===== src/rtl/ifetch_queue_pkg.sv =====
// rtl/ifetch_queue_pkg.sv - shared types and constants for the instruction-fetch queue
//
// Contents:
//   INSTR_W, ADDR_W   : instruction and address widths
//   ENTRY_W           : width of one queued entry {instr, pc}
//   RESET_PC_DEFAULT  : default first fetch address after reset
//   fetch_state_e     : handshake state (IDLE, WAIT, DROP)
package ifetch_queue_pkg;

    localparam int INSTR_W = 32;
    localparam int ADDR_W  = 32;
    localparam int ENTRY_W = INSTR_W + ADDR_W;

    localparam logic [ADDR_W-1:0] RESET_PC_DEFAULT = 32'h0000_0000;

    // ST_WAIT keeps the response, ST_DROP discards it (request was overtaken
    // by a redirect while the memory was still working on it).
    typedef enum logic [1:0] {
        ST_IDLE = 2'd0,
        ST_WAIT = 2'd1,
        ST_DROP = 2'd2
    } fetch_state_e;

endpackage


===== src/rtl/ifetch_fifo.sv =====
// rtl/ifetch_fifo.sv - DEPTH-entry synchronous FIFO with flush and fall-through head
//
// Ports:
//   clk_i, rst_i      : clock, synchronous active-high reset
//   push_i, push_data_i : write one entry at the tail
//   pop_i             : remove the head entry (ignored when empty)
//   flush_i           : empty the FIFO; wins over push and pop
//   head_o            : current head entry, zero when empty
//   count_o           : current occupancy
module ifetch_fifo #(
    parameter int DEPTH = 4,
    parameter int WIDTH = 64,
    parameter int CNT_W = $clog2(DEPTH + 1)
) (
    input  logic             clk_i,
    input  logic             rst_i,
    input  logic             push_i,
    input  logic [WIDTH-1:0] push_data_i,
    input  logic             pop_i,
    input  logic             flush_i,
    output logic [WIDTH-1:0] head_o,
    output logic [CNT_W-1:0] count_o
);

    localparam int PTR_W = $clog2(DEPTH);
    localparam logic [CNT_W-1:0] DEPTH_C = CNT_W'(DEPTH);

    logic [WIDTH-1:0] mem_q [DEPTH];
    logic [PTR_W-1:0] wr_ptr_q;
    logic [PTR_W-1:0] rd_ptr_q;
    logic [CNT_W-1:0] count_q;

    logic do_push;
    logic do_pop;

    // A push into a full FIFO is only legal when the head leaves in the same cycle.
    assign do_pop  = pop_i && (count_q != '0);
    assign do_push = push_i && ((count_q < DEPTH_C) || do_pop);

    // DEPTH is a power of two, so the pointers wrap by plain overflow.
    always_ff @(posedge clk_i) begin
        if (rst_i || flush_i) begin
            wr_ptr_q <= '0;
            rd_ptr_q <= '0;
            count_q  <= '0;
        end else begin
            if (do_push) begin
                mem_q[wr_ptr_q] <= push_data_i;
                wr_ptr_q        <= wr_ptr_q + PTR_W'(1);
            end
            if (do_pop) begin
                rd_ptr_q <= rd_ptr_q + PTR_W'(1);
            end
            case ({do_push, do_pop})
                2'b10:   count_q <= count_q + CNT_W'(1);
                2'b01:   count_q <= count_q - CNT_W'(1);
                default: count_q <= count_q;
            endcase
        end
    end

    assign head_o  = (count_q != '0) ? mem_q[rd_ptr_q] : '0;
    assign count_o = count_q;

endmodule


===== src/rtl/ifetch_queue.sv =====
// rtl/ifetch_queue.sv - sequential instruction fetch with req/ack memory port and redirect
//
// Ports:
//   clk_i, rst_i                  : clock, synchronous active-high reset
//   mem_req_o, mem_addr_o         : fetch request and word-aligned address
//   mem_ack_i, mem_data_i         : memory response strobe and instruction word
//   redirect_i, redirect_pc_i     : flush and restart fetch at the target
//   instr_valid_o, instr_o        : head entry present, head instruction
//   instr_pc_o, instr_pc4_o       : head PC and head PC + 4
//   instr_ready_i                 : consumer pops the head
//   count_o                       : queue occupancy
module ifetch_queue
    import ifetch_queue_pkg::*;
#(
    parameter int                DEPTH    = 4,
    parameter logic [ADDR_W-1:0] RESET_PC = RESET_PC_DEFAULT,
    parameter int                CNT_W    = $clog2(DEPTH + 1)
) (
    input  logic               clk_i,
    input  logic               rst_i,
    output logic               mem_req_o,
    output logic [ADDR_W-1:0]  mem_addr_o,
    input  logic               mem_ack_i,
    input  logic [INSTR_W-1:0] mem_data_i,
    input  logic               redirect_i,
    input  logic [ADDR_W-1:0]  redirect_pc_i,
    output logic               instr_valid_o,
    output logic [INSTR_W-1:0] instr_o,
    output logic [ADDR_W-1:0]  instr_pc_o,
    output logic [ADDR_W-1:0]  instr_pc4_o,
    input  logic               instr_ready_i,
    output logic [CNT_W-1:0]   count_o
);

    localparam logic [CNT_W-1:0] DEPTH_C = CNT_W'(DEPTH);

    fetch_state_e      state_q, state_d;
    logic [ADDR_W-1:0] addr_q, addr_d;          // address of the outstanding request
    logic [ADDR_W-1:0] fetch_pc_q, fetch_pc_d;  // next address to issue from IDLE
    logic              mem_req_q;

    logic [ENTRY_W-1:0] head;
    logic [CNT_W-1:0]   count;
    logic [CNT_W-1:0]   cnt_after;
    logic [ADDR_W-1:0]  redirect_tgt;
    logic               push;
    logic               pop;

    assign redirect_tgt = redirect_pc_i & ~32'd3;
    assign push         = (state_q == ST_WAIT) && mem_ack_i && !redirect_i;
    assign pop          = instr_valid_o && instr_ready_i;

    // Occupancy after an accepted response; a request is only outstanding in
    // WAIT while count < DEPTH, so count + 1 cannot overflow CNT_W.
    assign cnt_after = count + CNT_W'(1) - CNT_W'(pop);

    always_comb begin
        state_d    = state_q;
        addr_d     = addr_q;
        fetch_pc_d = fetch_pc_q;
        case (state_q)
            ST_IDLE: begin
                if (redirect_i) begin
                    fetch_pc_d = redirect_tgt;
                end else if (count < DEPTH_C) begin
                    state_d = ST_WAIT;
                    addr_d  = fetch_pc_q;
                end
            end
            ST_WAIT: begin
                if (redirect_i) begin
                    fetch_pc_d = redirect_tgt;
                    state_d    = mem_ack_i ? ST_IDLE : ST_DROP;
                end else if (mem_ack_i) begin
                    fetch_pc_d = addr_q + 32'd4;
                    if (cnt_after < DEPTH_C) begin
                        // Back-to-back: next request goes out without an IDLE bubble.
                        addr_d = addr_q + 32'd4;
                    end else begin
                        state_d = ST_IDLE;
                    end
                end
            end
            ST_DROP: begin
                // addr_q stays on the stale request until the memory answers it.
                if (redirect_i) begin
                    fetch_pc_d = redirect_tgt;
                end
                if (mem_ack_i) begin
                    state_d = ST_IDLE;
                end
            end
            default: state_d = ST_IDLE;
        endcase
    end

    always_ff @(posedge clk_i) begin
        if (rst_i) begin
            state_q    <= ST_IDLE;
            addr_q     <= RESET_PC;
            fetch_pc_q <= RESET_PC;
            mem_req_q  <= 1'b0;
        end else begin
            state_q    <= state_d;
            addr_q     <= addr_d;
            fetch_pc_q <= fetch_pc_d;
            mem_req_q  <= (state_d != ST_IDLE);
        end
    end

    ifetch_fifo #(
        .DEPTH (DEPTH),
        .WIDTH (ENTRY_W),
        .CNT_W (CNT_W)
    ) u_fifo (
        .clk_i       (clk_i),
        .rst_i       (rst_i),
        .push_i      (push),
        .push_data_i ({mem_data_i, addr_q}),
        .pop_i       (pop),
        .flush_i     (redirect_i),
        .head_o      (head),
        .count_o     (count)
    );

    assign mem_req_o     = mem_req_q;
    assign mem_addr_o    = addr_q;
    assign count_o       = count;
    assign instr_valid_o = (count != '0);
    assign instr_o       = head[ENTRY_W-1:ADDR_W];
    assign instr_pc_o    = head[ADDR_W-1:0];
    assign instr_pc4_o   = instr_valid_o ? (head[ADDR_W-1:0] + 32'd4) : '0;

endmodule


===== config.mk =====
export PLATFORM = sky130hd
export DESIGN_NAME = ifetch_queue
export DESIGN_NICKNAME = d
export VERILOG_FILES = /design/src/rtl/ifetch_queue_pkg.sv /design/src/rtl/ifetch_fifo.sv /design/src/rtl/ifetch_queue.sv
export SDC_FILE = /design/constraint.sdc
export NUM_CORES = 1
export LEC_CHECK = 0
export ABC_CLOCK_PERIOD_IN_PS = 4800
export CAP_MARGIN = 0
export CORE_MARGIN = 4
export CORE_UTILIZATION = 45
export DETAILED_ROUTE_END_ITERATION = 8
export PLACE_DENSITY = 0.68
export SLEW_MARGIN = 20
export SYNTH_ARGS = -nofsm -noshare
export SYNTH_HDL_FRONTEND = slang
export SYNTH_HIERARCHICAL = 1
export SYNTH_SLANG_ARGS = --single-unit

===== constraint.sdc =====
create_clock -name clk_i -period 4.8 [get_ports clk_i]
set_clock_uncertainty 0.1 [all_clocks]
set_input_delay 1.2 -clock clk_i [delete_from_list [all_inputs] [get_ports clk_i]]
set_output_delay 1.2 -clock clk_i [all_outputs]
set_load 0.05 [all_outputs]

==> impl_metrics.csv <==
group,metric,value,unit
run_status,outcome,"completed",
floorplan,ioPinCount,202,
floorplan,placementRows,66,
layout,antenna_cells,0,
clock_tree,clock_latency,530,ps
worst_hold_path,holdPathStages,2,
sta,period_minus_slack,4660,ps
power,ir_worst_vdd,0.209,mV
drt,via_per_inst,5.69,
clock_tree,clkTransAtPathRegs,60,ps
power,powerDensity,325,nW/um^2
drt,drc_errors,0,
worst_hold_path,hold_end,"fetch_pc_q[12]",
synthesis,synth.most_common_cell,"edfxtp_1",
sta,fmax,215,MHz
synthesis,yosys.area.top_type,"edfxtp_1",
drt,drt_wl_total,37500,microns
sta,slew_viol_final,0,
layout,area_growth,28.5,%
clock_tree,htreeDepth,2,
global_routing,grt_use_total,20.3,%
clock_tree,cts_tree,"built",
synthesis,synth_area,14800,sq um
placed_design,place.gp.congestion,0.820,
critical_path,crit_required,3500,ps
critical_path,rr_worst_depth,6,
sta,finalHoldViolCount,0,
critical_path,crit_type,"register to primary output",
drt,drtPass1Iterations,5,
synthesis,syn_nets,1176,
synthesis,netlist_instances,1099,
sta,finalSetupViolCount,0,
synthesis,netlist_top_cells_area,"edfxtp_1 52%, dfxtp_1 10%, mux4_2 9.7%",
synthesis,synth_edf_count,256,
global_routing,grt_pass1_vias,9922,
layout,layout-drive-gt1-share,18.5,%
clock_tree,cts_buffers,36,
power,p_leak,6.07,nW
global_routing,grt_pass1_wl,57500,microns
sta,finalCritPeriodShare,97.0,%
sta,worst_slew_pin_slew,944,ps
sta,relSlewSlack,36.8,%
floorplan,die-area,35900,sq um
global_routing,grt-ovfl-total,0,
critical_path,path_max_fanout,6,
placed_design,postPlaceCellArea,17800,sq um
worst_hold_path,hp-start,"fetch_pc_q[12]",
layout,final_nets,1382,
floorplan,coreArea,32500,sq um
critical_path,arrival,3360,ps
critical_path,end_kind,"primary output",
clock_tree,cts_sinks,332,
floorplan,start_util,45.6,%
drt,drtIter0Drc,927,
placed_design,dpl.hpwl,25000,microns
critical_path,cp-start-kind,"register",
synthesis,synth_common_cells,"256 x edfxtp_1, 76 x dfxtp_1, 76 x nand2_1, 76 x nor2_1, 71 x nor2b_1",
drt,routedWlPerCell,21.1,microns
global_routing,antenna_found_initial,0,
floorplan,die_width,190,microns
critical_path,reg2reg_slack,1740,ps
drt,via_count,10100,
critical_path,reg2reg_to,"mem_addr_o[28]",
global_routing,grt_max_degree,65,
layout,final_cell_area,19100,sq um
synthesis,async_flop_share,0,%
clock_tree,cts_root_buffer,"clkbuf_16",
sta,rsz0062_at_grt,"false",
drt,ant_nets,0,
placed_design,port_buffers,199,
synthesis,ys_seq_area_share,62.1,%
synthesis,ys_types,65,
floorplan,die_h,190,microns
synthesis,synth_top_area_share,51.8,%
clock_tree,cts_buffer_depth,3,
synthesis,syn_area_per_cell,13.5,sq um
critical_path,r2r-start,"mem_addr_o[2]",
synthesis,ys_ff_latch,332,
worst_hold_path,hp-class,"register to register",
synthesis,synth_flop_cell,"edfxtp_1",
synthesis,yosys_warnings,6,
sta,fin_tns_setup,0,ps
flow_run,drv_cap,0,
-- logic make-up (layout without fill, tap and decap cells) --
family | after synthesis | in the layout | synth area share [%]
xor gates and xnor gates | 48 | 48 | 2.83
DFF | 332 | 332 | 62.1
and+or+nand+nor | 384 | 384 | 14.2
adders and majority gates | 8 | 8 | 0.725
muxes | 67 | 67 | 9.92
AOI/OAI and AO/OA | 168 | 168 | 7.35
buffers and inverters | 92 | 326 | 2.86
-- how the worst max path moves through the flow --
stage | startpoint | to | slack [ps] | cells past startpoint
after CTS | register | instr_pc4_o[31] | 6 | 9
final | register | instr_pc4_o[31] | 140 | 9
after global routing | register | instr_pc4_o[31] | 4 | 9
after floorplan | u_fifo/count_o[2] | instr_pc4_o[30] | 20 | 10
after global placement | register | instr_pc4_o[31] | 480 | 9
after detailed placement | register | instr_pc4_o[31] | 440 | 9
-- registers in the layout, summed over array words and instances, names as in the netlist, named ones only --
name / flops
mem_addr_o: 32
mem_req_o: 1
u_fifo/wr_ptr_q: 2
u_fifo/mem_q: 256
u_fifo/rd_ptr_q: 2
u_fifo/count_o: 3
state_q: 2
fetch_pc_q: 32
-- power by group --
group	leakage, nW	total [W]	switching [W]	internal (W)
registers	3.06	0.00316	0.0000477	0.00312
logic	2.46	0.000331	0.000194	0.000137
clock network	0.552	0.00269	0.00113	0.00156
total	6.07	0.00619	0.00137	0.00481
-- worst max-delay path, cell delays in order (launching register included) --
cell and delay (ps):
dfxtp_4 370, buf_12 140, mux4_2 320, nor2b_4 230, nand4_2 160, or2_1 310, or4_4 550, or4_1 490
nand2_2 110, buf_12 140
-- cells in the final DEF (no fill, tap or decap), drive strengths merged, types with 24 or more instances in the layout --
cell           count
clkbuf            42
inv               24
edfxtp           256
o21ai             27
xnor2             27
mux4              64
dfxtp             76
a21oi             55
nand2             76
buf               68
nand3             38
clkdlybuf4s50    172
nor2b             71
nor2              76
-- per-stage QoR --
step	hold WS, ps	worst slack [ps]	utilization (%)	std cells	total power (W)
floorplan	327	19.4	-	1099	0.00340
global placement	337	477	54.6	1701	0.00355
detailed placement	344	438	54.6	1701	0.00355
CTS	352	6.25	58.4	1771	0.00624
global route	366	3.77	58.6	1775	0.00640
finish	350	142	58.6	1775	0.00619
-- what timing repair did --
| item | CTS | global route |
|---|---|---|
| setup endpoints to repair | 5 | 7 |
| gates resized for setup | 0 | 5 |
| pin swaps | 0 | 0 |
| hold buffers | 0 | 0 |
| setup buffers | 4 | 4 |
-- layer usage --
metal / up-vias / share of wire, % / global-route usage (%)
li1: 4603 / - / -
met1: 5044 / 44 / 29.5
met2: 396 / 47 / 32.7
met3: 49 / 7.0 / 3.34
met4: 0 / 1.7 / 4.65
met5: - / 0 / 0
-- final cells by class --
| type | count | area (sq um) |
|---|---|---|
| clock buffer | 42 | 923 |
| clock inverter | 24 | 231 |
| fill | 2599 | 13500 |
| inverter | 20 | 75.1 |
| multi-input combinational | 675 | 5380 |
| sequential | 332 | 9220 |
| tap | 442 | 553 |
| timing repair buffer | 240 | 2680 |
Note: power is estimated with default switching activity, not from simulation.
